$ cat config.mk
export PLATFORM = sky130hd
export DESIGN_NAME = seq_neuron_mac_flat
export DESIGN_NICKNAME = d
export VERILOG_FILES = /design/src/rtl/seq_neuron_mac_pkg.sv /design/src/rtl/seq_neuron_mac_if.sv /design/src/rtl/seq_neuron_mac_sm_rescale_sat.sv /design/src/rtl/seq_neuron_mac.sv /design/src/flat_wrapper.sv
export SDC_FILE = /design/constraint.sdc
export NUM_CORES = 1
export LEC_CHECK = 0
export BUFFER_PORTS_ARGS = -buffer_cell sky130_fd_sc_hd__buf_2
export CAP_MARGIN = 30
export CELL_PAD_IN_SITES_DETAIL_PLACEMENT = 1
export CELL_PAD_IN_SITES_GLOBAL_PLACEMENT = 2
export CORE_MARGIN = 3
export CORE_UTILIZATION = 30
export DETAILED_ROUTE_END_ITERATION = 12
export GPL_TIMING_DRIVEN = 0
export PLACE_DENSITY_LB_ADDON = 0.05
export SLEW_MARGIN = 30
export SYNTH_ARGS = -nofsm -noshare
export SYNTH_HDL_FRONTEND = slang
export SYNTH_SLANG_ARGS = --single-unit
$ cat constraint.sdc
create_clock -name clk -period 3.7 [get_ports clk]
set_input_delay 0.74 -clock clk [delete_from_list [all_inputs] [get_ports clk]]
set_output_delay 0.74 -clock clk [all_outputs]
set_load 0.01 [all_outputs]
$ cat src/rtl/seq_neuron_mac_pkg.sv
// seq_neuron_mac_pkg: FSM encodings, activation codes and sign-magnitude helpers shared by the neuron layers
package seq_neuron_mac_pkg;
    localparam logic [1:0] S_IDLE   = 2'd0;
    localparam logic [1:0] S_ACCUM  = 2'd1;
    localparam logic [1:0] S_FINISH = 2'd2;
    localparam logic [1:0] S_OUT    = 2'd3;

    localparam int ACT_RELU  = 0;
    localparam int ACT_IDENT = 1;

    typedef struct packed {
        logic        sign;
        logic [62:0] mag;
    } sm_t;

    // w-bit sign-magnitude (zero-extended into 64 bits) to 64-bit two's complement; -0 maps to 0
    function automatic logic signed [63:0] sm2tc(input logic [63:0] sm, input int w);
        logic [63:0] mag;
        mag = sm & ((64'd1 << (w - 1)) - 64'd1);
        return sm[6'(w - 1)] ? -$signed(mag) : $signed(mag);
    endfunction

    // two's complement (sign-extended to 64 bits) to sign + magnitude
    function automatic sm_t tc2sm(input logic signed [63:0] v);
        return '{sign: v[63], mag: 63'(v[63] ? -v : v)};
    endfunction
endpackage

$ cat src/rtl/seq_neuron_mac_if.sv
// seq_neuron_mac_if: control, pair stream and result stream of one sequential neuron
interface seq_neuron_mac_if #(parameter int DW = 8);
    logic          start;
    logic          abort;
    logic [DW-1:0] bias;
    logic          in_valid;
    logic          in_ready;
    logic [DW-1:0] x;
    logic [DW-1:0] w;
    logic          out_valid;
    logic          out_ready;
    logic [DW-1:0] y;
    logic          busy;

    modport master (
        output start, abort, bias, in_valid, x, w, out_ready,
        input  in_ready, out_valid, y, busy
    );
    modport slave (
        input  start, abort, bias, in_valid, x, w, out_ready,
        output in_ready, out_valid, y, busy
    );
endinterface

$ cat src/rtl/seq_neuron_mac_sm_rescale_sat.sv
// seq_neuron_mac_sm_rescale_sat: accumulator to DW-bit sign-magnitude with rescale, saturation and -0 cleanup
module seq_neuron_mac_sm_rescale_sat
    import seq_neuron_mac_pkg::*;
#(
    parameter int ACC_W = 18,
    parameter int DW    = 8,
    parameter int SHIFT = 7
) (
    input  logic signed [ACC_W-1:0] i_acc,
    output logic        [DW-1:0]    o_y
);
    sm_t         w_sm;
    logic [62:0] w_shr;
    logic        w_sat;
    logic [DW-2:0] w_mag;

    // truncate magnitude toward zero, clamp to full scale, never emit negative zero
    always_comb begin
        w_sm  = tc2sm(64'(i_acc));
        w_shr = w_sm.mag >> SHIFT;
        w_sat = w_shr >= (63'd1 << (DW - 1));
        w_mag = w_sat ? '1 : w_shr[DW-2:0];
        o_y   = {w_sm.sign && (w_mag != '0), w_mag};
    end
endmodule

$ cat src/rtl/seq_neuron_mac.sv
// seq_neuron_mac: time-multiplexed neuron, one sign-magnitude x*w pair per clock into a wide accumulator
module seq_neuron_mac
    import seq_neuron_mac_pkg::*;
#(
    parameter int DW    = 8,
    parameter int N_IN  = 16,
    parameter int SHIFT = 7,
    parameter int ACT   = ACT_RELU
) (
    input logic             clk,
    input logic             rst_n,
    seq_neuron_mac_if.slave bus
);
    localparam int ACC_W = 2 * DW - 1 + $clog2(N_IN) + 1;
    localparam int CW    = $clog2(N_IN) > 0 ? $clog2(N_IN) : 1;

    logic [1:0]              r_state;
    logic [CW-1:0]           r_cnt;
    logic signed [ACC_W-1:0] r_acc;
    logic [DW-1:0]           r_y;

    logic [2*DW-3:0]         w_pmag;
    logic signed [ACC_W-1:0] w_prod;
    logic signed [ACC_W-1:0] w_bias;
    logic [DW-1:0]           w_y_sat;
    logic [DW-1:0]           w_y_act;
    logic                    w_xfer;

    assign bus.in_ready  = r_state == S_ACCUM;
    assign bus.out_valid = r_state == S_OUT;
    assign bus.busy      = r_state != S_IDLE;
    assign bus.y         = r_y;
    assign w_xfer        = bus.in_valid && bus.in_ready;

    // signed product and pre-scaled bias in accumulator format
    always_comb begin
        w_pmag  = bus.x[DW-2:0] * bus.w[DW-2:0];
        w_prod  = ACC_W'(sm2tc(64'({bus.x[DW-1] ^ bus.w[DW-1], w_pmag}), 2 * DW - 1));
        w_bias  = ACC_W'(sm2tc(64'(bus.bias), DW)) <<< SHIFT;
        w_y_act = (ACT == ACT_RELU && w_y_sat[DW-1]) ? '0 : w_y_sat;
    end

    seq_neuron_mac_sm_rescale_sat #(.ACC_W(ACC_W), .DW(DW), .SHIFT(SHIFT)) u_sat (
        .i_acc (r_acc),
        .o_y   (w_y_sat)
    );

    // FSM, pair counter and accumulator; abort overrides everything else
    always_ff @(posedge clk or negedge rst_n) begin
        if (!rst_n) begin
            r_state <= S_IDLE;
            r_cnt   <= '0;
            r_acc   <= '0;
            r_y     <= '0;
        end else if (bus.abort) begin
            r_state <= S_IDLE;
            r_cnt   <= '0;
            r_acc   <= '0;
        end else begin
            case (r_state)
                S_IDLE: if (bus.start) begin
                    r_acc   <= w_bias;
                    r_cnt   <= '0;
                    r_state <= S_ACCUM;
                end
                S_ACCUM: if (w_xfer) begin
                    r_acc <= r_acc + w_prod;
                    r_cnt <= r_cnt + CW'(1);
                    if (r_cnt == CW'(N_IN - 1)) r_state <= S_FINISH;
                end
                S_FINISH: begin
                    r_y     <= w_y_act;
                    r_state <= S_OUT;
                end
                S_OUT: if (bus.out_ready) r_state <= S_IDLE;
                default: r_state <= S_IDLE;
            endcase
        end
    end
endmodule

$ cat src/flat_wrapper.sv
// flat-port wrapper written by rule: the top's interface ports become plain ports
module seq_neuron_mac_flat import seq_neuron_mac_pkg::*;
#(
    parameter int DW    = 8,
    parameter int N_IN  = 16,
    parameter int SHIFT = 7,
    parameter int ACT   = ACT_RELU
)
  (clk, rst_n, bus_start, bus_abort, bus_bias, bus_in_valid, bus_x, bus_w, bus_out_ready, bus_in_ready, bus_out_valid, bus_y, bus_busy);
  seq_neuron_mac_if #(.DW(DW)) bus_i ();
  input logic clk;
  input logic rst_n;
  input wire logic [$bits(bus_i.start)-1:0] bus_start;
  input wire logic [$bits(bus_i.abort)-1:0] bus_abort;
  input wire logic [$bits(bus_i.bias)-1:0] bus_bias;
  input wire logic [$bits(bus_i.in_valid)-1:0] bus_in_valid;
  input wire logic [$bits(bus_i.x)-1:0] bus_x;
  input wire logic [$bits(bus_i.w)-1:0] bus_w;
  input wire logic [$bits(bus_i.out_ready)-1:0] bus_out_ready;
  output wire logic [$bits(bus_i.in_ready)-1:0] bus_in_ready;
  output wire logic [$bits(bus_i.out_valid)-1:0] bus_out_valid;
  output wire logic [$bits(bus_i.y)-1:0] bus_y;
  output wire logic [$bits(bus_i.busy)-1:0] bus_busy;
  assign bus_i.start = bus_start;
  assign bus_i.abort = bus_abort;
  assign bus_i.bias = bus_bias;
  assign bus_i.in_valid = bus_in_valid;
  assign bus_i.x = bus_x;
  assign bus_i.w = bus_w;
  assign bus_i.out_ready = bus_out_ready;
  assign bus_in_ready = bus_i.in_ready;
  assign bus_out_valid = bus_i.out_valid;
  assign bus_y = bus_i.y;
  assign bus_busy = bus_i.busy;
  seq_neuron_mac #(.DW(DW), .N_IN(N_IN), .SHIFT(SHIFT), .ACT(ACT)) u_core (.clk(clk), .rst_n(rst_n), .bus(bus_i));
endmodule
==> results of run 1 <==
[final timing paths]
kind | startpoint | endpoint | slack [ps] | cells after the start
max in group asynchronous | rst_n | u_core.r_acc[15] | 2650 | 1
worst max register to register | u_core.r_state[1] | u_core.r_acc[2] | 620 | 11
min in group asynchronous | rst_n | u_core.r_state[0] | 530 | 1
worst max-delay path | bus_x[5] | u_core.r_acc[17] | -2850 | 28
worst min-delay path | u_core.bus.y[1] | u_core.bus.y[1] | 470 | 2
worst min register to register | u_core.bus.y[1] | u_core.bus.y[1] | 470 | 2
[cell type report]
type,instances,area [sq um]
well taps,184,230
clock inverters,3,46.3
clock buffers,5,125
repair buffers,62,447
multi-input cells,455,4050
plain buffers,11,47.5
flip-flops and latches,33,826
inverters,47,180
fillers,1725,8860
[worst reg2reg max path: stages, from the launching register on]
cell and delay [ps]:
dfrtp_1 410, inv_1 90, ha_1 150, clkbuf_2 300, clkinvlp_4 290, o22ai_1 300
a21oi_1 80, nor2_2 460, nor2_1 100, clkbuf_1 260, nand2_1 340, o21ai_0 160
[cells in the final DEF (no fill, tap or decap), types with 4 or more instances in the layout]
master     netlist  routed
a21o_1           8       8
a21oi_1         26      14
a21oi_2          1      10
a22o_1          10      10
a31oi_1          4       4
and2_1          41      35
and2_4           0       6
and3_1           5       4
buf_2            1      27
buf_4            1      27
buf_6            0       9
clkbuf_1         9       8
clkbuf_16        0       5
dfrtp_1         33      33
fa_1            25      24
ha_1            58      46
ha_4             0      10
inv_1           46      45
nand2_1         59      55
nand2b_1         8       8
nand3_1         10       8
nor2_1          30      27
nor3_1          10       8
o211ai_1         5       5
o21a_1           4       4
o21ai_0         33      20
o21ai_1          1      12
o31ai_1         10      10
xnor2_1         28      25
xor2_1          15      12
[flip-flops by register name, summed over array words and instances (netlist names)]
register and flops:
u_core.bus.y 7, u_core.r_acc 20, u_core.r_state 2, u_core.r_cnt 4
[cell families (layout without fill, tap and decap cells)]
kind of cell	Yosys count	after routing	share of synthesized area
simple gates	183	183	0.202
compound gates	141	141	0.216
fa+ha+maj	83	83	0.264
buf+inv	58	128	0.0480
xor+xnor	44	44	0.0846
flops	33	33	0.178
mux	3	3	0.00674
other cells	1	1	0.000808
[per-layer routing]
metal  vias up  part of all wire
met2        52              0.52
met1      2086              0.43
met3        16             0.023
met5         -                 0
met4         0             0.024
li1       2055                 -
[per-stage QoR]
stage,std cells,utilization,hold slack (ps)
6_report,800,0.402,473
5_1_grt,800,0.402,507
4_1_cts,791,0.387,481
3_5_place_dp,767,0.350,468
3_3_place_gp,767,0.350,461
2_1_floorplan,546,-,444
[power breakdown]
| part | leakage, nW | switching [W] | internal, W |
|---|---|---|---|
| logic | 2.16 | 0.00201 | 0.00179 |
| registers | 0.433 | 0.000171 | 0.000492 |
| clock network | 0.0800 | 0.000178 | 0.000319 |
| total | 2.67 | 0.00236 | 0.00260 |
[timing repair]
item,4_1_cts,5_1_grt
setup buffers,16,10
endpoints found under the setup margin,21,21
pin swaps,23,31
cloned,0,0
resized for setup,58,30
==> results by group, run 1 <==
Detailed routing
  – Via density: about 5.3
  – Number of nets with antenna violations after routing: 0
  – Wire length reported by the detailed router: 13400 um
  – Pre-Repair DR Iteration Count: 4
  – Overall via count from detail_route: 4209
  – Remaining DRCs: 0
  – Post-DR wirelength/cell: 16.8 um
  – Number of violations reported at the end of detailed-routing iteration 0: 85

Synthesis
  – Dominant cell by count in the synthesized netlist: nand2_1
  – Mean instance size in the synthesized netlist: 8.50 sq um
  – Total nets after synthesis: around 660
  – Warning count from the yosys run: 0
  – Dominant cells by area after synthesis: dfrtp_1, ha_1, fa_1, and2_1, xnor2_1
  – Main synth FF type: dfrtp_1
  – Cells after synthesis: 546
  – Top-area cell type share of the netlist area: 0.178
  – Fraction of the yosys area taken by sequential cells: 0.178
  – EDFF count, synth: 0
  – Register bit total from synthesis: 33
  – Most instantiated cells after synthesis: nand2_1, ha_1, inv_1
  – Post-synthesis cell type count: between 60 and 70
  – Fraction of registers with async set/reset: 1.00
  – Mapped Area: 4640 sq um
  – Most area-hungry cell type in the Yosys netlist: dfrtp_1

Floorplan
  – Overall die area: 17000 sq um
  – IO Pins: 41
  – Initial core utilization: 0.313
  – Core area: 14800 sq um
  – Die Height: 130 um
  – Count of standard-cell rows: 44
  – Die Wd: 130 um

Cells and area
  – Nets@finish: about 730
  – Fraction of final layout cells sized beyond drive strength 1: 0.255
  – Area added between synthesis and finish: 28.2%
  – Area of all placed cells without fillers: 5950 sq um
  – Number of diodes: 0

Clock network
  – CTS tree: built
  – Root cell of the clock tree: clkbuf_16
  – Clock slew at reported path FFs: 60 ps
  – Num CTS Buffers: 5
  – Clock latency reported for the late side of the worst-skew pair: 290 ps
  – Hold-fix buffers at CTS: 0
  – Level count of the clock H-tree: 2
  – Maximum buffer depth of the clock tree: 2
  – CTS sink cnt: 33

Critical path
  – CP max stage delay: 520 ps
  – Type of destination of the critical path: flip-flop
  – Critical path's most frequent cell: fa_1
  – Required time of the critical path: 3880 ps
  – Worst Path Class, Setup: primary input to flip-flop
  – Sort of element at the start of the critical path: primary input
  – Cell with the largest stage delay on the worst path: fa_1
  – Critical path data arrival time: 6730 ps
  – Worst-path maximum fanout: 5
  – Buf/Inv on CP: 5
  – Kind of cell with the highest combined delay on the critical path: adder cells

Power and ir drop
  – Power per unit of standard cell area: 832 nW/um^2
  – Lkg Pwr: 2.67 nW
  – Overall power consumption: 0.00495 W
  – Maximum vdd ir drop: 229 uV

Place
  – Final weighted congestion in routability-driven placement: 0.776
  – Placed inst area: 5180 sq um
  – Port-buffer cells: 37
  – Worst setup slack before clock tree synthesis: -3640 ps
  – Detailed placer's ending HPWL: around 11000 um

GRT
  – Routing usage on met3: 0.0191
  – Most crowded layer after global routing: met2
  – Pin count of the biggest net entering global routing: 34
  – Wire length of the first global-routing pass: ~22000 um
  – Global-route track usage on met2: 0.316
  – GRT met1 Usage: 0.188
  – Total global routing overflow: 0
  – Overall fraction of global-route tracks in use: 0.164
  – Vias in the first global route: 4500
  – Antenna violations before repair: 0

STA
  – Number of endpoints with negative hold slack in the final report: 0
  – Setup repair after global routing missed its margin: yes
  – Final period util: 1.77
  – Max Freq: 153 MHz
  – Slew margin rel.: 0.450
  – Tmin final: between 6000 and 7000 ps
  – Actual transition at the worst max-transition pin: 820 ps
  – Post-route setup slack: -2850 ps
  – Accumulated negative setup slack: -29560 ps
  – Number of setup violations in the final report: 15
  – Number of pins with negative max-slew slack in the final report: 0
  – Worst Clk Skew: 6.10 ps

Outcome
  – Failing checks: setup timing
  – Outcome: finished with violations

Hold path
  – Worst hold-check path type: flip-flop to flip-flop

Run
  – Number of max-capacitance violations reported: 0
(Power assumes the default switching activity.)
==> run 2: changes to the inputs <==
--- a/config.mk
+++ b/config.mk
@@ -7,7 +7,7 @@
 export LEC_CHECK = 0
 export BUFFER_PORTS_ARGS = -buffer_cell sky130_fd_sc_hd__buf_2
 export CAP_MARGIN = 30
-export CELL_PAD_IN_SITES_DETAIL_PLACEMENT = 1
+export CELL_PAD_IN_SITES_DETAIL_PLACEMENT = 0
 export CELL_PAD_IN_SITES_GLOBAL_PLACEMENT = 2
 export CORE_MARGIN = 3
 export CORE_UTILIZATION = 30
@@ -17,4 +17,5 @@
 export SLEW_MARGIN = 30
 export SYNTH_ARGS = -nofsm -noshare
 export SYNTH_HDL_FRONTEND = slang
+export SYNTH_HIERARCHICAL = 1
 export SYNTH_SLANG_ARGS = --single-unit
==> run 2 against run 1 <==
The run still ends with setup timing left. Cell count increased by 13%. Clock power shrank 0.8%. Setup slack improved by 280 ps. Core utilization is 2.2 points higher.
==> results by group, run 2 <==
Detailed routing
  – Pre-Repair DR Iteration Count: 4 (unchanged)
  – Remaining DRCs: 0 (unchanged)
  – Post-DR wirelength/cell: 15.8 um (-5.6%)
  – Number of violations reported at the end of detailed-routing iteration 0: 179 (+110%)
  – Overall via count from detail_route: 4614 (+9.6%)
  – Wire length reported by the detailed router: 14300 um (+6.6%)
  – Number of nets with antenna violations after routing: 0 (unchanged)
  – Via density: 5.10 (-3.0%)

Clock network
  – Hold-fix buffers at CTS: 0 (unchanged)
  – CTS sink cnt: 33 (unchanged)
  – Maximum buffer depth of the clock tree: 2 (unchanged)
  – Num CTS Buffers: 5 (unchanged)
  – Root cell of the clock tree: clkbuf_16
  – Clock latency reported for the late side of the worst-skew pair: 280 ps (about the same)
  – Clock slew at reported path FFs: 50 ps (about the same)
  – Level count of the clock H-tree: 2 (unchanged)
  – CTS tree: built

Cells and area
  – Nets@finish: 801 (+10%)
  – Area added between synthesis and finish: 35.4%
  – FILL cells: 1628 (-5.6%)
  – Most frequent cells in the layout: nand2_1, ha_1, inv_1
  – Total area of multi-input combinational cells: 4730 sq um (+17%)
  – Reg with most FFs: u_core/r_acc
  – Number of diodes: 0 (unchanged)
  – Fraction of final layout cells sized beyond drive strength 1: 0.297 (+0.0416)
  – Commonest non-fill, non-tap cell in the layout: nand2_1
  – Sequential cell area: 826 sq um (unchanged)
  – Area of all placed cells without fillers: 6850 sq um (+15%)
  – Flip-flop count of the largest register, all copies and words added: 20 (unchanged)

Power and ir drop
  – Share of power burned in registers: 0.107 (-0.027)
  – Maximum vdd ir drop: 306 uV (+34%)
  – Power per unit of standard cell area: 918 nW/um^2 (+10%)
  – Lkg Pwr: 3.02 nW (+13%)
  – Switching power summed over all nets: 0.00299 W (+27%)
  – Power share of the combinational group: 0.815 (+0.049)
  – Switching Share: 0.475 (-0.000839)
  – Clk network pwr share: 0.078 (-0.022)
  – Cell-internal power: 0.00330 W (+27%)

Synthesis
  – Synthesized-area fraction occupied by ao, oa, aoi and oai cells: 0.215 (-0.000747)
  – Register bit total from synthesis: 33 (unchanged)
  – Fraction of synthesized cell area in xor and xnor cells: 0.0863 (+0.00166)
  – Main synth FF type: dfrtp_1
  – Most area-hungry cell type in the Yosys netlist: dfrtp_1
  – Post-synthesis cell type count: 66 (unchanged)
  – Basic-gate share of the synthesized area counting and, or, nand and nor cells: 0.233 (+0.0313)
  – Warning count from the yosys run: 6 (+6)
  – Top-area cell type share of the netlist area: 0.163 (-0.0147)
  – EDFF count, synth: 0 (unchanged)
  – Mapped Area: 5060 sq um (+9.0%)
  – Dominant cells by area after synthesis: dfrtp_1, ha_1, fa_1, xor2_1, and2_1
  – Multiplexer share of the synthesized area: 0.00396 (-0.00278)
  – Fraction of the yosys area taken by sequential cells: 0.163 (-0.0147)
  – Dominant cell by count in the synthesized netlist: ha_1
  – Most instantiated cells after synthesis: ha_1, nand2_1, inv_1
  – Fraction of registers with async set/reset: 1.00 (unchanged)
  – Cells after synthesis: 600 (+9.9%)
  – Adder-cell share of the synthesized area: 0.245 (-0.0193)
  – Total nets after synthesis: 714 (+8.3%)
  – Main combinational cell family by area after synthesis: adder cells
  – Mean instance size in the synthesized netlist: 8.43 sq um (-0.81%)

Outcome
  – Outcome: finished with violations
  – Failing checks: setup timing

Critical path
  – Type of destination of the critical path: flip-flop
  – Critical path data arrival time: 6450 ps (-280 ps)
  – Required time of the critical path: 3870 ps (about the same)
  – Cell with the largest stage delay on the worst path: fa_1
  – Critical path's most frequent cell: fa_1
  – CP max stage delay: 520 ps (about the same)
  – Worst-path maximum fanout: 7 (+2)
  – Worst Path Class, Setup: primary input to flip-flop
  – Sort of element at the start of the critical path: primary input

Place
  – Port-buffer cells: 38 (+2.7%)
  – Placed inst area: 5790 sq um (+12%)
  – Worst setup slack before clock tree synthesis: -3290 ps (+356 ps)
  – Detailed placer's ending HPWL: 11400 um (+3.8%)
  – Final weighted congestion in routability-driven placement: 0.813 (+4.9%)

Floorplan
  – Count of standard-cell rows: 46 (+4.5%)
  – Overall die area: 18500 sq um (+8.6%)
  – IO Pins: 41 (unchanged)
  – Initial core utilization: 0.313 (-0.000593)
  – Core area: 16200 sq um (+9.2%)
  – Die Wd: 136 um (+4.2%)
  – Die Height: 136 um (+4.2%)

GRT
  – Overall fraction of global-route tracks in use: 0.157 (-0.00739)
  – Vias in the first global route: 4652 (+3.4%)
  – Antenna violations before repair: 0 (unchanged)
  – Wire length of the first global-routing pass: 23500 um (+5.5%)
  – Pin count of the biggest net entering global routing: 34 (unchanged)
  – Total global routing overflow: 0 (unchanged)

STA
  – Final period util: 1.70 (-0.0747)
  – Worst Clk Skew: 4.14 ps (-1.96 ps)
  – Post-route setup slack: -2570 ps (+276 ps)
  – Max Freq: 159 MHz (+4.4%)
  – Tmin final: 6270 ps (-276 ps)
  – Number of endpoints with negative hold slack in the final report: 0 (unchanged)
  – Number of setup violations in the final report: 15 (unchanged)
  – Slew margin rel.: 0.410 (-0.0396)
  – Setup repair after global routing missed its margin: yes
  – Number of pins with negative max-slew slack in the final report: 0 (unchanged)
  – Actual transition at the worst max-transition pin: 879 ps (+58.6 ps)

Run
  – Number of max-capacitance violations reported: 0 (unchanged)

Hold path
  – Worst hold-check path type: flip-flop to flip-flop
==> run 2: cell types whose count changed after synthesis, sizes merged, moves of 7 or more <==
cell / change
xor2: +13
nor4: +7
nand3: +14
xnor2: -8
==> run 2: cell type report <==
type | instances | area share
sequential | 33 | 0.121
inverter | 45 | 0.0246
timing repair buffer | 82 | 0.0880
buffer | 14 | 0.0121
clock buffer | 7 | 0.0208
multi-input combinational | 506 | 0.690
tap | 216 | 0.0394
clock inverter | 1 | 0.00438
==> run 2: cell families after synthesis <==
| group | after synthesis |
|---|---|
| adder cells (fa/ha/maj) | 84 |
| other | 1 |
| buffers and inverters | 61 |
| flip-flops | 33 |
| XOR/XNOR | 49 |
| AND/OR/NAND/NOR | 218 |
| AO/OA/AOI/OAI | 152 |
| multiplexers | 2 |
==> run 2: power by group through the flow <==
stage,clock network [W],logic (W),registers (W)
finish,0.000493,0.00513,0.000674
global route,0.000513,0.00562,0.000692
CTS,0.000501,0.00465,0.000673
detailed placement,0,0.00368,0.000676
global placement,0,0.00366,0.000669
floorplan,0,0.00291,0.000623
==> run 2: critical path, delay by kind of cell <==
family / cells / cell delay (ps)
adders and majority gates: 6 / 2500
AOI/OAI and AO/OA: 6 / 1130
and+or+nand+nor: 7 / 980
buffers and inverters: 8 / 690
xor gates and xnor gates: 2 / 410
==> run 2: metrics by stage <==
| step | hold WS, ps | utilization | total power, W | setup TNS, ps | instances |
|---|---|---|---|---|---|
| 4_1_cts | 480 | 0.402 | 0.00582 | -30250 | 892 |
| 2_1_floorplan | 444 | - | 0.00353 | -27970 | 600 |
| 5_1_grt | 488 | 0.424 | 0.00682 | -33350 | 904 |
| 3_3_place_gp | 461 | 0.358 | 0.00433 | -36450 | 854 |
| 6_report | 469 | 0.424 | 0.00629 | -29460 | 904 |
| 3_5_place_dp | 468 | 0.358 | 0.00436 | -37070 | 854 |
==> run 2: final timing paths <==
path,from,endpoint,cells past startpoint,slack (ps)
hold / removal,u_core/bus.y[4],u_core/bus.y[4],2,470
max in group asynchronous,rst_n,u_core/bus.y[4],1,2660
min in group asynchronous,rst_n,u_core/r_state[1],1,530
setup / recovery,bus_x[5],u_core/r_acc[14],29,-2570
setup reg to reg,u_core/r_state[1],u_core/r_acc[17],8,700
hold reg to reg,u_core/bus.y[4],u_core/bus.y[4],2,470
==> run 2: timing repair <==
action,4_1_cts,5_1_grt
hold endpoints to repair,0,0
cloned,0,0
setup buffers,31,13
pin swaps,57,33
gates resized for setup,71,39
setup endpoints to repair,16,16
==> run 2: layer usage <==
layer,global-route usage,vias up,share of wire
li1,-,2310,-
met2,0.292,64,0.51
met4,0.0398,0,0.015
met1,0.194,2228,0.45
met3,0.0130,12,0.023
met5,0,-,0
